`src/rtl/button_conditioner.sv`:
```
// ---------------------------------------------------------------------------
// button_conditioner
//
// Conditions the raw push-buttons (reset, hit, stay) ahead of the game logic.
// Each channel has a 2-FF synchronizer, a debounce FSM, registered one-cycle
// press (fall) and release (rise) pulses, and a one-shot long-press pulse.
// All channels are identical and fully independent.
//
// Parameters
//   N_BTN        number of button channels (bit 0 = reset key)
//   DEB_CYCLES   consecutive stable samples needed to accept a change (>= 2)
//   HOLD_CYCLES  cycles after an accepted press before o_Hold fires
//                (> DEB_CYCLES)
//
// Ports
//   clk_2K    in   2 kHz clock, all logic on the rising edge
//   i_Rst_n   in   asynchronous active-low reset
//   i_Btn     in   raw key pins, async, pulled up (1 = released, 0 = pressed)
//   o_Level   out  debounced level (1 = released, 0 = pressed)
//   o_Fall    out  one-cycle pulse on accepted press
//   o_Rise    out  one-cycle pulse on accepted release
//   o_Hold    out  one-cycle pulse, once per press, after HOLD_CYCLES
//   o_State   out  debug view of every channel's FSM state,
//                  channel g at bits [2*g+1 : 2*g]
//                  (0 = REL, 1 = CHK_PRESS, 2 = PRS, 3 = CHK_REL)
//
// Every output is a flop; there is no combinational path from input to
// output. There is no valid/ready handshake on this block: inputs are
// free-running pin levels and outputs are level/pulse strobes.
// ---------------------------------------------------------------------------
module button_conditioner #(
  parameter int N_BTN       = 3,
  parameter int DEB_CYCLES  = 40,
  parameter int HOLD_CYCLES = 4000
) (
  input  logic               clk_2K,
  input  logic               i_Rst_n,
  input  logic [N_BTN-1:0]   i_Btn,
  output logic [N_BTN-1:0]   o_Level,
  output logic [N_BTN-1:0]   o_Fall,
  output logic [N_BTN-1:0]   o_Rise,
  output logic [N_BTN-1:0]   o_Hold,
  output logic [2*N_BTN-1:0] o_State
);

  localparam int DW = $clog2(DEB_CYCLES + 1);
  localparam int HW = $clog2(HOLD_CYCLES + 1);

  localparam logic [DW-1:0] C_DEB_LAST  = DW'(DEB_CYCLES - 1);
  localparam logic [HW-1:0] C_HOLD_MAX  = HW'(HOLD_CYCLES);
  localparam logic [HW-1:0] C_HOLD_LAST = HW'(HOLD_CYCLES - 1);

  typedef enum logic [1:0] {
    REL       = 2'd0,
    CHK_PRESS = 2'd1,
    PRS       = 2'd2,
    CHK_REL   = 2'd3
  } state_t;

  // Synchronizer resets to "released" so a reset never looks like a press.
  logic [N_BTN-1:0] r_sync1;
  logic [N_BTN-1:0] r_sync2;

  always_ff @(posedge clk_2K or negedge i_Rst_n) begin
    if (!i_Rst_n) begin
      r_sync1 <= '1;
      r_sync2 <= '1;
    end else begin
      r_sync1 <= i_Btn;
      r_sync2 <= r_sync1;
    end
  end

  for (genvar g = 0; g < N_BTN; g++) begin : g_ch
    state_t        r_state;
    state_t        w_state_nxt;
    logic [DW-1:0] r_cnt;
    logic [DW-1:0] w_cnt_nxt;
    logic [HW-1:0] r_hold;
    logic [HW-1:0] w_hold_nxt;
    logic          r_level;
    logic          w_level_nxt;
    logic          r_fall;
    logic          w_fall_nxt;
    logic          r_rise;
    logic          w_rise_nxt;
    logic          r_holdp;
    logic          w_holdp_nxt;
    logic          w_s;

    assign w_s = r_sync2[g];

    always_ff @(posedge clk_2K or negedge i_Rst_n) begin
      if (!i_Rst_n) begin
        r_state <= REL;
        r_cnt   <= '0;
        r_hold  <= '0;
        r_level <= 1'b1;
        r_fall  <= 1'b0;
        r_rise  <= 1'b0;
        r_holdp <= 1'b0;
      end else begin
        r_state <= w_state_nxt;
        r_cnt   <= w_cnt_nxt;
        r_hold  <= w_hold_nxt;
        r_level <= w_level_nxt;
        r_fall  <= w_fall_nxt;
        r_rise  <= w_rise_nxt;
        r_holdp <= w_holdp_nxt;
      end
    end

    always_comb begin
      w_state_nxt = r_state;
      w_cnt_nxt   = r_cnt;
      w_hold_nxt  = r_hold;
      w_level_nxt = r_level;
      w_fall_nxt  = 1'b0;
      w_rise_nxt  = 1'b0;
      w_holdp_nxt = 1'b0;

      case (r_state)
        REL: begin
          if (!w_s) begin
            w_state_nxt = CHK_PRESS;
            w_cnt_nxt   = DW'(1);
          end
        end

        CHK_PRESS: begin
          if (w_s) begin
            // Bounce: drop the candidate without touching the outputs.
            w_state_nxt = REL;
            w_cnt_nxt   = '0;
          end else if (r_cnt == C_DEB_LAST) begin
            w_state_nxt = PRS;
            w_level_nxt = 1'b0;
            w_fall_nxt  = 1'b1;
            w_cnt_nxt   = '0;
            w_hold_nxt  = '0;
          end else begin
            w_cnt_nxt = r_cnt + DW'(1);
          end
        end

        PRS: begin
          // The hold counter advances on every PRS edge, including the one
          // that leaves for CHK_REL; it stops only while a release is being
          // qualified, so a short release glitch delays o_Hold by exactly
          // the glitch length.
          if (r_hold != C_HOLD_MAX) begin
            w_hold_nxt = r_hold + HW'(1);
          end
          if (r_hold == C_HOLD_LAST) begin
            w_holdp_nxt = 1'b1;
          end
          if (w_s) begin
            w_state_nxt = CHK_REL;
            w_cnt_nxt   = DW'(1);
          end
        end

        CHK_REL: begin
          if (!w_s) begin
            w_state_nxt = PRS;
            w_cnt_nxt   = '0;
          end else if (r_cnt == C_DEB_LAST) begin
            w_state_nxt = REL;
            w_level_nxt = 1'b1;
            w_rise_nxt  = 1'b1;
            w_cnt_nxt   = '0;
            w_hold_nxt  = '0;
          end else begin
            w_cnt_nxt = r_cnt + DW'(1);
          end
        end

        default: begin
          w_state_nxt = REL;
          w_cnt_nxt   = '0;
          w_hold_nxt  = '0;
          w_level_nxt = 1'b1;
        end
      endcase
    end

    assign o_Level[g]       = r_level;
    assign o_Fall[g]        = r_fall;
    assign o_Rise[g]        = r_rise;
    assign o_Hold[g]        = r_holdp;
    assign o_State[2*g +: 2] = r_state;
  end

endmodule

```
`config.mk`:
```
export PLATFORM = sky130hd
export DESIGN_NAME = button_conditioner
export DESIGN_NICKNAME = d
export VERILOG_FILES = /design/src/rtl/button_conditioner.sv
export SDC_FILE = /design/constraint.sdc
export NUM_CORES = 1
export LEC_CHECK = 0
export ABC_AREA = 1
export BUFFER_PORTS_ARGS = -buffer_cell sky130_fd_sc_hd__buf_2
export CORE_ASPECT_RATIO = 0.5
export CORE_UTILIZATION = 33
export CTS_BUF_LIST = sky130_fd_sc_hd__clkbuf_8
export DETAILED_ROUTE_END_ITERATION = 10
export RECOVER_POWER = 100
export SETUP_SLACK_MARGIN = 0.4
export SYNTH_ARGS = -nofsm -noshare
export SYNTH_HDL_FRONTEND = slang
export SYNTH_SLANG_ARGS = --single-unit
```
`constraint.sdc`:
```
create_clock -name clk_2K -period 1.65 [get_ports clk_2K]
set_clock_uncertainty 0.15 [all_clocks]
set_input_delay 0.0825 -clock clk_2K [delete_from_list [all_inputs] [get_ports clk_2K]]
set_output_delay 0.0825 -clock clk_2K [all_outputs]
set_load 0.02 [all_outputs]
```
-- After elaboration in Yosys (flattened, before gate mapping)
Cells that the tools add are included.
Widths: inputs -> output; s select.
- add/subtract/negate cells: 6
- $lt $le $gt $ge: 0
- bitwise logic cells: 0
- equal/unequal tests: 45
- multiply operators: 0
- reduce and logical (&&, ||, !) cells: 21
- shifts and indexed selects: 0
- muxes and demuxes: 90
- divide/modulo/power cells: 0
- operators by type and width (kind ; number):
    $mux 12 ; 12
    $pmux 12 s3 ; 3
    $mux 6 ; 15
    $pmux 6 s4 ; 3
    $ne 2x2->1 const B ; 21
    $add 12x1->12 const B ; 3
    $eq 12x12->1 const B ; 3
    $mux 2 ; 18
    $ne 12x12->1 const B ; 3
    $mux 1 ; 33
    $pmux 2 s4 ; 3
    $reduce_and 4->1 ; 6
    $add 6x1->6 const B ; 3
    $eq 6x6->1 const B ; 3
    $ne 3x3->1 const B ; 6
    $reduce_and 5->1 ; 3
    $eq 2x2->1 const B ; 6
    $reduce_bool 3->1 ; 3
    $eq 2x1->1 const B ; 3
    $logic_not 2->1 ; 3
    $pmux 1 s2 ; 3
    $reduce_and 2->1 ; 3
    $reduce_bool 2->1 ; 3
- register bits after elaboration: 78
- memories kept: 0
- memory bits (writable): 0
- input port bits: 5
- memory bits (read-only): 0
- logic and storage cells: 185
- output and inout port bits: 18
- bits in latches: 0

-- Depth between registers and ports, before layout
Gate-level depths: netlist of run 1.
- depth in word-level cells: 4
- gate-level depth with buffers: 9
- mapped depth without buffers: 8

-- Worst setup path before layout of run 1
No wires, ideal clock.
- kind: register to register
- start point: reg g_ch[0].r_cnt[0]
- end point: reg g_ch[0].r_hold[0]
- slack: 38 ps
- arrival: 1342 ps
- clock period less this slack: 1612 ps
- setup time: 120 ps
- required time: 1380 ps
- buffers on the path: 1
- cell stages (with the launch flop): 10
- cells stage by stage: dfrtp_1 ha_1 nand2_2 nor2_4 nand3_4 nand2_2 nand3_4 buf_6 nor2_4 nor2_2
- word-level cells in the longest chain between the ends: 4
- elaborated cells on any way between the ends: 5
- those cells by class: eq/ne: 1; mux: 4
- ends and longest elaborated chain (element ; line ; source):
    start: declaration ; 77 ; logic [DW-1:0] r_cnt;
    start signal: assignment ; 104 ; r_cnt <= w_cnt_nxt;
    $eq 6x6->1 (*) ; 135, 167 ;
    $mux 12 (*) ; -- ;
    $mux 12, on equally long branches ; -- ;
    $pmux 12 s3 (*) ; -- ;
    end signal: assignment ; 105 ; r_hold <= w_hold_nxt;
    end: declaration ; 79 ; logic [HW-1:0] r_hold;
Every way passes the cells marked *; elsewhere a longest branch is shown, timed or not. The select of a mux whose other input is x is not followed.
A chain may end at the register's enable or synchronous reset.

-- Worst setup path in the final report of run 1
- start point: reg g_ch[1].r_hold[2]
- end point: reg g_ch[1].r_hold[7]
- word-level cells in the longest chain between the ends: 3
- elaborated cells on any way between the ends: 6
- those cells by class: add/sub: 1; eq/ne: 2; mux: 2; reduce/logical: 1
- ends and longest elaborated chain (element ; line):
    start: declaration ; 79
    start signal: assignment ; 105
    $add 12x1->12 or $ne 12x12->1 (tied branches) ; 152, 151
    $mux 12 or $ne 2x2->1 (tied branches) ; --
    $pmux 12 s3 or $reduce_and 4->1 (tied branches) ; --
Parallel ways exist; a longest one is shown, timed or not. The select of a mux whose other input is x is not followed.

==> impl_metrics.tcl, run 1 <==
set metrics [dict create \
    path_buf_inv 1 \
    root_buffer "clkbuf_8" \
    cts_tree "yes" \
    final.setup.worst_slack_ps 31.57 \
    hpwl_um 5863 \
    reg2reg_setup_slack_ps 30 \
    cp_slowest_cell "dfrtp_2" \
    startpoint_type "register" \
    period_needed_ps 1618 \
    clk_pin_slew_worst_paths_ps 80 \
    port_buffers 22 \
    synth.cell_area_mm2 0.004318 \
    finalHoldViolations 0 \
    drive_above_1_share_pct 43.33 \
    critPathMaxStageDelay_ps 480 \
    insertedDiodeCount 0 \
    finalPower_mw 5.426 \
    nets 669 \
    max_freq_mhz 617.9 \
    power_density_mw_per_mm2 867.2 \
    cellLeakagePower_nw 2.659 \
    cp.required_ps 1780 \
    dr_total_vias 3933 \
    crit_arrival_ps 1750 \
    cts_buffers 9 \
    synth.avg_cell_area_um2 7.656 \
    grt_usage_pct 13.92 \
    grt_pass1_vias 3422 \
    irDropWorstVdd_mv 0.6141 \
    path_max_fanout 7 \
    synth.distinct_cells 34 \
    place.gp.congestion 0.8438 \
    io_pins 23 \
    ys_seq_area_share_pct 45.47 \
    min_from "i_Btn[2]" \
    timing.setup.tns_ps 0 \
    drtPass1Iterations 4 \
    overflow 0 \
    start_util_pct 34.00 \
    ys_seq_elements 78 \
    cp_common_cell "nand2_2" \
    ys_warn_count 0 \
    maxSlewHeadroom_pct 40.54 \
    r2r-end "g_ch[1].r_hold[7]$_DFFE_PN0P_" \
    endpoint_kind "register" \
    insertion_delay_ps 360 \
    outcome "complete, no violations" \
    drc 0 \
    holdPathEnd "r_sync1[2]$_DFF_PN1_" \
    areaGrowthSynthToFinish_pct 44.91 \
    maxCapViolations 0 \
    holdPathStages 2 \
    reg2reg_depth 8 \
    wire_per_inst_um 12.40 \
    grt_start_max_net_pins 35 \
    r2r_start "g_ch[1].r_hold[2]$_DFFE_PN0P_" \
    die_area_mm2 0.01357 \
    coreArea_mm2 0.01270 \
    crit_chain "nor2_1 > nand2_2 > nor2_2 > nand3_2 > nand2_4 > clkbuf_16 > nand2_2 > o21ai_1" \
    die_h_um 82.89 \
    drt_wl_total_um 10290 \
    clock_path_buffers 2 \
    syn_nets 578 \
    antenna_found_initial 0 \
    cp_top_family "simple AND/OR/NAND/NOR gates" \
    grt_pass1_wl_um 15450 \
    period_share_pct 98.09 \
    critPathKind "register to register" \
    nFillCells 1145 \
    syn_inst 564 \
    preCtsSetupSlack_ps -11.01 \
    worstMarginPinSlew_ps 892.0 \
    final-setup-viol-count 0 \
    rows 29 \
    finalMaxSlewViolations 0 \
    cts_num_sinks 78 \
    hp-class "primary input to register" \
    final_antenna_net_count 0 \
    drtIter0Drc 214 \
    h-tree-depth 3 \
    via_per_inst 4.739 \
    rsz0062_at_grt "true" \
    die_w_um 163.8 \
]
-- worst reg2reg max path, stage by stage (launching register included) --
cell       delay, ps
dfrtp_2          480
nor2_1           150
nand2_2           70
nor2_2           120
nand3_2          120
nand2_4          160
clkbuf_16        170
nand2_2           40
o21ai_1           60
-- kinds of logic (layout without fill, tap and decap cells) --
family | count (synthesis) | count (layout) | share of synthesized area [%]
compound gates | 60 | 60 | 8.027
flops | 78 | 78 | 45.47
xor+xnor | 16 | 16 | 3.246
simple gates | 309 | 309 | 31.12
fa+ha+maj | 9 | 9 | 2.608
buf+inv | 92 | 188 | 9.533
-- per-stage QoR --
step / instances / area (µm²) / util, % / hold WS (ps)
3_5_place_dp: 756 / 4793 / 37.74 / -79.16
3_3_place_gp: 756 / 4793 / 37.74 / -86.35
2_1_floorplan: 564 / 4434 / - / -363.1
6_report: 830 / 6257 / 49.27 / 206.3
5_1_grt: 830 / 6257 / 49.27 / 204.6
4_1_cts: 791 / 5396 / 42.49 / 66.40
-- placed cells by master (no fill, tap or decap), types with 15 or more instances in the layout --
| cell type | count |
|---|---|
| o21ai_2 | 18 |
| nand2_2 | 37 |
| nor2_4 | 21 |
| buf_6 | 17 |
| buf_4 | 57 |
| inv_1 | 52 |
| nand2_1 | 111 |
| o21ai_1 | 23 |
| inv_2 | 15 |
| dfrtp_1 | 55 |
| nor2_1 | 36 |
| nand2_4 | 19 |
| nand3_1 | 46 |
-- power breakdown --
part / switching (mW) / internal [mW] / leakage (nW)
Clock: 0.731 / 1.04 / 0.126
Combinational: 0.793 / 0.711 / 1.51
Sequential: 0.119 / 2.03 / 1.02
-- final cells by class --
cell class / count / area, µm² / area share (%)
Multi-Input combinational cell: 394 / 2600 / 41.55
Sequential cell: 78 / 1981 / 31.65
Timing Repair Buffer: 103 / 953.4 / 15.24
Inverter: 69 / 264.0 / 4.219
Tap cell: 170 / 212.7 / 3.399
Clock buffer: 10 / 137.6 / 2.200
Clock inverter: 6 / 108.9 / 1.740
-- state kept, by name, indices dropped and copies added, names as in the netlist, named ones only --
name and cells:
r_sync1 3, r_sync2 3, g_ch.r_hold 36, g_ch.r_fall 3, g_ch.r_cnt 18, g_ch.r_level 3, g_ch.r_state 3, g_ch.r_holdp 3
g_ch.r_rise 3
-- what timing repair did --
action | 4_1_cts | 5_1_grt
hold buffers | 4 | 0
setup endpoints to repair | 73 | 78
endpoints found under the hold margin | 77 | 0
resized for setup | 57 | 136
setup buffers | 15 | 31
pin swaps | 13 | 34
cloned | 0 | 8
-- how the worst max path moves through the flow --
stage,startpoint,to,cells after the start,slack [ps]
floorplan,g_ch[0].r_cnt[0]$_DFFE_PN0P_,g_ch[0].r_hold[0]$_DFFE_PN0P_,9,60
global route,g_ch[1].r_hold[2]$_DFFE_PN0P_,g_ch[1].r_hold[8]$_DFFE_PN0P_,8,-40
global placement,g_ch[0].r_cnt[1]$_DFFE_PN0P_,g_ch[0].r_hold[11]$_DFFE_PN0P_,8,30
finish,g_ch[1].r_hold[2]$_DFFE_PN0P_,g_ch[1].r_hold[7]$_DFFE_PN0P_,8,30
CTS,g_ch[2].r_hold[1]$_DFFE_PN0P_,g_ch[2].r_hold[0]$_DFFE_PN0P_,9,80
detailed placement,g_ch[0].r_cnt[1]$_DFFE_PN0P_,g_ch[0].r_hold[5]$_DFFE_PN0P_,8,-10
-- per-layer routing --
metal  vias to the layer above  global-route usage (%)  part of all wire, %
met3                        15                   3.546                  3.5
met4                         0                   5.303                  1.6
met1                      1889                   17.72                   45
met5                         -                       0                    0
met2                        51                   22.69                   50
li1                       1978                       -                    -
-- cells in the mapped netlist --
| library cell | n | area, µm² |
|---|---|---|
| a211oi_1 | 1 | 7.510 |
| a21o_1 | 1 | 7.510 |
| a21oi_1 | 3 | 15.01 |
| a22o_1 | 3 | 26.28 |
| buf_2 | 4 | 20.02 |
| buf_4 | 14 | 105.1 |
| buf_6 | 1 | 11.26 |
| clkbuf_1 | 3 | 11.26 |
| clkbuf_2 | 1 | 5.000 |
| dfrtp_1 | 69 | 1727 |
| dfstp_2 | 9 | 236.5 |
| ha_1 | 9 | 112.6 |
| inv_1 | 67 | 251.5 |
| inv_2 | 2 | 7.510 |
| nand2_1 | 161 | 604.3 |
| nand2_2 | 6 | 37.54 |
| nand3_1 | 56 | 280.3 |
| nand3_2 | 1 | 10.01 |
| nand3_4 | 2 | 35.03 |
| nand4_1 | 9 | 56.30 |
| nor2_1 | 60 | 225.2 |
| nor2_2 | 7 | 43.79 |
| nor2_4 | 2 | 22.52 |
| nor3_1 | 2 | 10.01 |
| nor4_1 | 2 | 12.51 |
| o21a_1 | 1 | 7.510 |
| o21ai_0 | 22 | 110.1 |
| o21ai_1 | 18 | 90.09 |
| o21ai_2 | 5 | 43.79 |
| o22ai_1 | 5 | 31.28 |
| o31ai_1 | 1 | 7.510 |
| or2_2 | 1 | 6.260 |
| xnor2_1 | 2 | 17.52 |
| xor2_1 | 14 | 122.6 |
(Power assumes the default switching activity.)
==> inputs of run 2 (changes only) <==
==> constraint.sdc (replaced) <==
create_clock -name clk_2K -period 1.65 [get_ports clk_2K]
set_clock_uncertainty 0.15 [all_clocks]
set_input_delay 0.0825 -clock clk_2K [delete_from_list [all_inputs] [get_ports clk_2K]]
set_output_delay 0.0825 -clock clk_2K [all_outputs]
set_load 0.05 [all_outputs]
==> run 2 against run 1 <==
Register-to-register slack hardly changed. Clock power is 20% lower. Fmax up 0.29%. Critical path depth increased by 2. Count of clock-buffer cells in the layout shrank 1. Critical path type unchanged. Largest power group unchanged.
==> impl_metrics.tcl, run 2 (synthesis results as in run 1) <==
set metrics [dict create \
    finalMaxSlewViolations 0 \
    irDropWorstVdd_mv 0.5232 \
    die_area_mm2 0.01357 \
    die_w_um 163.8 \
    finalHoldViolations 0 \
    fin_util_pct 50.28 \
    grt_pass1_wl_um 15640 \
    hp-class "primary input to async pin" \
    grt_start_max_net_pins 42 \
    period_share_pct 97.80 \
    endpoint_kind "register" \
    wire_per_inst_um 12.30 \
    reg2reg_setup_slack_ps 40 \
    drc 0 \
    place_area_mm2 0.004783 \
    areaGrowthSynthToFinish_pct 47.87 \
    cp.required_ps 1750 \
    top_register "g_ch.r_hold" \
    die_h_um 82.89 \
    rows 29 \
    r2r-end "g_ch[0].r_hold[4]$_DFFE_PN0P_" \
    maxCapViolations 0 \
    drive_above_1_share_pct 43.93 \
    insertedDiodeCount 0 \
    startpoint_type "register" \
    hpwl_um 5933 \
    finalPower_mw 5.359 \
    drtPass1Iterations 6 \
    cts_buffers 9 \
    drt_wl_total_um 10290 \
    critPathKind "register to register" \
    reg2reg_depth 10 \
    io_pins 23 \
    nFillCells 1133 \
    nets 676 \
    overflow 0 \
    clock_path_buffers 2 \
    final_cell_area_mm2 0.006385 \
    max_freq_mhz 619.7 \
    grt_usage_pct 14.29 \
    whs_ps 128.1 \
    preCtsSetupSlack_ps 1.567 \
    path_max_fanout 5 \
    power_density_mw_per_mm2 839.4 \
    dr_total_vias 3900 \
    outcome "complete, no violations" \
    place.gp.congestion 0.8019 \
    h-tree-depth 3 \
    grt_pass1_vias 3460 \
    place_inst 755 \
    coreArea_mm2 0.01270 \
    rsz0062_at_grt "true" \
    via_per_inst 4.659 \
    crit_arrival_ps 1710 \
    worstMarginPinSlew_ps 626.3 \
    period_needed_ps 1614 \
    cts_num_sinks 78 \
    final-setup-viol-count 0 \
    instances_no_fill 837 \
    antenna_found_initial 0 \
    timing.setup.tns_ps 0 \
    final.setup.worst_slack_ps 36.31 \
    start_util_pct 34.00 \
    reg_top3 "g_ch.r_hold: 36 flops, g_ch.r_cnt: 18 flops" \
    final_common_cell "nand2_1" \
    maxSlewHeadroom_pct 58.25 \
    drtIter0Drc 206 \
    final_antenna_net_count 0 \
    largest_reg_flops 36 \
    cts_tree "yes" \
    final_cell_mix "nand2_1 (110), dfrtp_1 (56), buf_4 (52), inv_1 (49), nand3_1 (47)" \
    insertion_delay_ps 350 \
    clk_pin_slew_worst_paths_ps 90 \
    root_buffer "clkbuf_8" \
    cellLeakagePower_nw 2.722 \
    port_buffers 22 \
]
==> run 2: changes by cell type in the layout (fill, tap and decap cells not counted), sizes merged <==
cell,change
clkinvlp,+3
clkinv,-1
inv,+1
buf,+6
bufinv,-2
==> run 2: metal layers <==
layer  up-vias  part of all wire [%]  global-route usage, %
met5         -                     0                      0
met2        54                    51                  22.96
li1       1983                     -                      -
met1      1850                    45                  18.64
met4         0                   1.3                  4.714
met3        13                   2.8                  3.796
==> run 2: worst max-delay path, cell delays in order, from the launching register on <==
cell,delay (ps)
dfrtp_2,440
buf_6,130
nor2_4,100
inv_2,60
nand2_4,90
inv_6,50
nand2_4,50
nand3_4,130
clkbuf_16,210
nand2_4,50
nand2_2,40
==> run 2: worst max path at each step <==
stage | endpoint | slack (ps) | depth (start not counted)
after floorplan | g_ch[0].r_hold[0]$_DFFE_PN0P_ | 40 | 9
after global placement | g_ch[0].r_hold[11]$_DFFE_PN0P_ | 50 | 8
after detailed placement | g_ch[0].r_hold[5]$_DFFE_PN0P_ | 2 | 8
after CTS | g_ch[0].r_hold[5]$_DFFE_PN0P_ | 80 | 8
after global routing | g_ch[0].r_hold[5]$_DFFE_PN0P_ | -60 | 9
final | g_ch[0].r_hold[4]$_DFFE_PN0P_ | 40 | 10
==> run 2: power by group <==
group | internal [mW] | leakage (nW) | switching [mW]
sequential | 2.03 | 1.02 | 0.158
clock | 0.688 | 0.0924 | 0.727
combinational | 0.874 | 1.61 | 0.886
==> run 2: area by class of cell <==
type	instances	area, µm²	area share [%]
clock buffer	9	123.9	1.940
multi-input combinational	394	2639	41.33
timing repair buffer	110	1092	17.11
sequential	78	1979	31.00
tap	170	212.7	3.331
inverter	69	271.5	4.252
clock inverter	7	66.31	1.039
==> run 2: what timing repair did <==
item | 4_1_cts | 5_1_grt
pin swaps | 10 | 29
hold buffers | 4 | 0
gates resized for setup | 72 | 155
endpoints found under the hold margin | 74 | 0
cloned | 0 | 8
setup endpoints to repair | 78 | 77
setup buffers | 18 | 36
==> inputs of run 3 (changes only) <==
--- a/config.mk
+++ b/config.mk
@@ -7,7 +7,7 @@
 export LEC_CHECK = 0
 export ABC_AREA = 1
 export BUFFER_PORTS_ARGS = -buffer_cell sky130_fd_sc_hd__buf_2
-export CORE_ASPECT_RATIO = 0.5
+export CORE_ASPECT_RATIO = 1.25
 export CORE_UTILIZATION = 33
 export CTS_BUF_LIST = sky130_fd_sc_hd__clkbuf_8
 export DETAILED_ROUTE_END_ITERATION = 10
==> constraint.sdc (replaced) <==
create_clock -name clk_2K -period 2.1 [get_ports clk_2K]
set_clock_uncertainty 0.15 [all_clocks]
set_input_delay 0.105 -clock clk_2K [delete_from_list [all_inputs] [get_ports clk_2K]]
set_output_delay 0.105 -clock clk_2K [all_outputs]
set_load 0.05 [all_outputs]
==> run 3 against run 2 <==
Wire length shrank 15%. Final area shrank 22%. Combinational power shrank 64%. Largest cell class is now sequential cells. First-iteration DRC count shrank 31%. Clock power shrank 11%. Critical endpoint is now g_ch[2].r_hold[2]$_DFFE_PN0P_. Global-route usage shrank 0.79 points.
==> impl_metrics.tcl, run 3 (synthesis results as in run 1) <==
set metrics [dict create \
    startpoint_type "register" \
    final_cell_mix "nand2_1 (161), inv_1 (66), nor2_1 (62), dfrtp_1 (61), nand3_1 (55)" \
    max_freq_mhz 558.9 \
    grt_pass1_wl_um 14780 \
    timing.setup.tns_ps 0 \
    top_register "g_ch.r_hold" \
    maxSlewHeadroom_pct 37.89 \
    cts_num_sinks 78 \
    coreArea_mm2 0.01272 \
    crit_arrival_ps 1880 \
    clock_path_buffers 2 \
    maxCapViolations 0 \
    cts_tree "yes" \
    r2r_start "g_ch[2].r_cnt[1]$_DFFE_PN0P_" \
    clk_pin_slew_worst_paths_ps 80 \
    rows 46 \
    drt_wl_total_um 8712 \
    grt_usage_pct 13.51 \
    reg_top3 "g_ch.r_hold: 36 flops, g_ch.r_cnt: 18 flops" \
    crit_chain "ha_1 > nand2_1 > nor2_1 > nand3_4 > nand2_2 > nand3_4 > buf_6 > nand2_1 > o21ai_0" \
    cellLeakagePower_nw 2.146 \
    areaGrowthSynthToFinish_pct 15.27 \
    irDropWorstVdd_mv 0.6646 \
    cp_slowest_cell "dfrtp_1" \
    period_needed_ps 1789 \
    die_w_um 104.3 \
    wire_per_inst_um 11.28 \
    p_seq_share_pct 47.3 \
    start_util_pct 33.95 \
    holdPathEnd "r_sync2[0]$_DFF_PN1_" \
    insertedDiodeCount 0 \
    largest_reg_flops 36 \
    hpwl_um 5907 \
    cp.required_ps 2190 \
    outcome "complete, no violations" \
    nets 613 \
    p_sw_share_pct 30.03 \
    die_h_um 129.9 \
    overflow 0 \
    period_share_pct 85.20 \
    die_area_mm2 0.01355 \
    drtIter0Drc 142 \
    p_sw_mw 1.074 \
    power_frac_clock_pct 34.9 \
    finalPower_mw 3.577 \
    holdPathStages 0 \
    grt_start_max_net_pins 44 \
    rsz0062_at_grt "true" \
    cts_buffers 9 \
    seq_area_mm2 0.001973 \
    drive_above_1_share_pct 12.91 \
    port_buffers 22 \
    worstMarginPinSlew_ps 931.6 \
    hp-class "register to register" \
    h-tree-depth 3 \
    final_common_cell "nand2_1" \
    nFillCells 1263 \
    drtPass1Iterations 4 \
    place.gp.congestion 0.8325 \
    reg2reg_depth 9 \
    root_buffer "clkbuf_8" \
    drc 0 \
    dr_total_vias 3593 \
    finalHoldViolations 0 \
    instances_no_fill 772 \
    comb_power_share_pct 17.8 \
    min_from "r_sync1[0]$_DFF_PN1_" \
    io_pins 23 \
    place_inst 737 \
    reg2reg_setup_slack_ps 310 \
    r2r-end "g_ch[2].r_hold[2]$_DFFE_PN0P_" \
    endpoint_kind "register" \
    final-setup-viol-count 0 \
    critPathKind "register to register" \
    critPathMaxStageDelay_ps 380 \
    insertion_delay_ps 360 \
    power_density_mw_per_mm2 718.7 \
    grt_pass1_vias 3381 \
    internal-power_mw 2.503 \
    whs_ps 212.0 \
    multi_input_area_mm2 0.001954 \
    path_max_fanout 10 \
    finalMaxSlewViolations 0 \
    final_antenna_net_count 0 \
    antenna_found_initial 0 \
    via_per_inst 4.654 \
]
[run 3: changes by cell type in the layout (fill, tap and decap cells not counted), moves of 17 or more]
cell / before / now
buf_6: 22 / 3
nor2_1: 40 / 62
nand2_2: 28 / 6
o21ai_0: 3 / 30
buf_4: 52 / 11
nand2_1: 110 / 161
inv_1: 49 / 66
nand2_4: 28 / 0
[run 3: routing by layer]
| layer | share of wire (%) | track usage [%] |
|---|---|---|
| met2 | 50 | 23.53 |
| met1 | 46 | 15.64 |
| met5 | 0 | 0 |
| met3 | 1.9 | 2.048 |
| met4 | 2.4 | 8.655 |
[run 3: worst max-delay path by stage]
stage,from,endpoint,slack (ps)
finish,g_ch[2].r_cnt[1]$_DFFE_PN0P_,g_ch[2].r_hold[2]$_DFFE_PN0P_,310
global route,r_sync2[1]$_DFF_PN1_,g_ch[1].r_hold[9]$_DFFE_PN0P_,200
CTS,g_ch[2].r_cnt[1]$_DFFE_PN0P_,g_ch[2].r_hold[6]$_DFFE_PN0P_,410
detailed placement,g_ch[0].r_cnt[0]$_DFFE_PN0P_,g_ch[0].r_hold[11]$_DFFE_PN0P_,320
global placement,g_ch[0].r_cnt[0]$_DFFE_PN0P_,g_ch[0].r_hold[7]$_DFFE_PN0P_,410
floorplan,g_ch[2].r_state[0]$_DFFE_PN0P_,g_ch[2].r_hold[6]$_DFFE_PN0P_,450
[run 3: worst max-delay path: cells and delay by family (launching register included)]
family / cells / cell delay, ps
flops: 1 / 380
compound gates: 1 / 70
buf+inv: 1 / 150
simple gates: 6 / 750
fa+ha+maj: 1 / 180
[run 3: metrics by stage]
step | setup slack [ps] | instance area, µm² | util [%]
6_report | 310.8 | 4977 | 39.13
3_5_place_dp | 320.8 | 4552 | 35.79
2_1_floorplan | 445.3 | 4324 | -
3_3_place_gp | 409.4 | 4552 | 35.79
5_1_grt | 203.3 | 4977 | 39.13
4_1_cts | 405.8 | 4841 | 38.06
[run 3: repair_timing]
| item | 4_1_cts | 5_1_grt |
|---|---|---|
| hold buffers | 4 | 0 |
| gates cloned | 0 | 4 |
| pin swaps | 0 | 6 |
| setup endpoints to repair | 19 | 42 |
| endpoints found under the hold margin | 78 | 0 |
| setup buffers | 2 | 9 |
| resized for setup | 0 | 31 |
[run 3: power groups by stage]
stage,clock [mW],combinational (mW),sequential (mW)
2_1_floorplan,0,0.330,1.77
3_3_place_gp,0,0.525,1.72
3_5_place_dp,0,0.536,1.72
4_1_cts,1.31,0.550,1.69
5_1_grt,1.36,0.713,1.71
6_report,1.25,0.635,1.69
[run 3: area by class of cell]
cell class,count,area share [%]
repair buffers,47,7.215
multi-input cells,394,39.27
clock inverters,7,1.961
flip-flops and latches,78,39.64
clock buffers,9,2.489
well taps,168,4.223
inverters,69,5.204
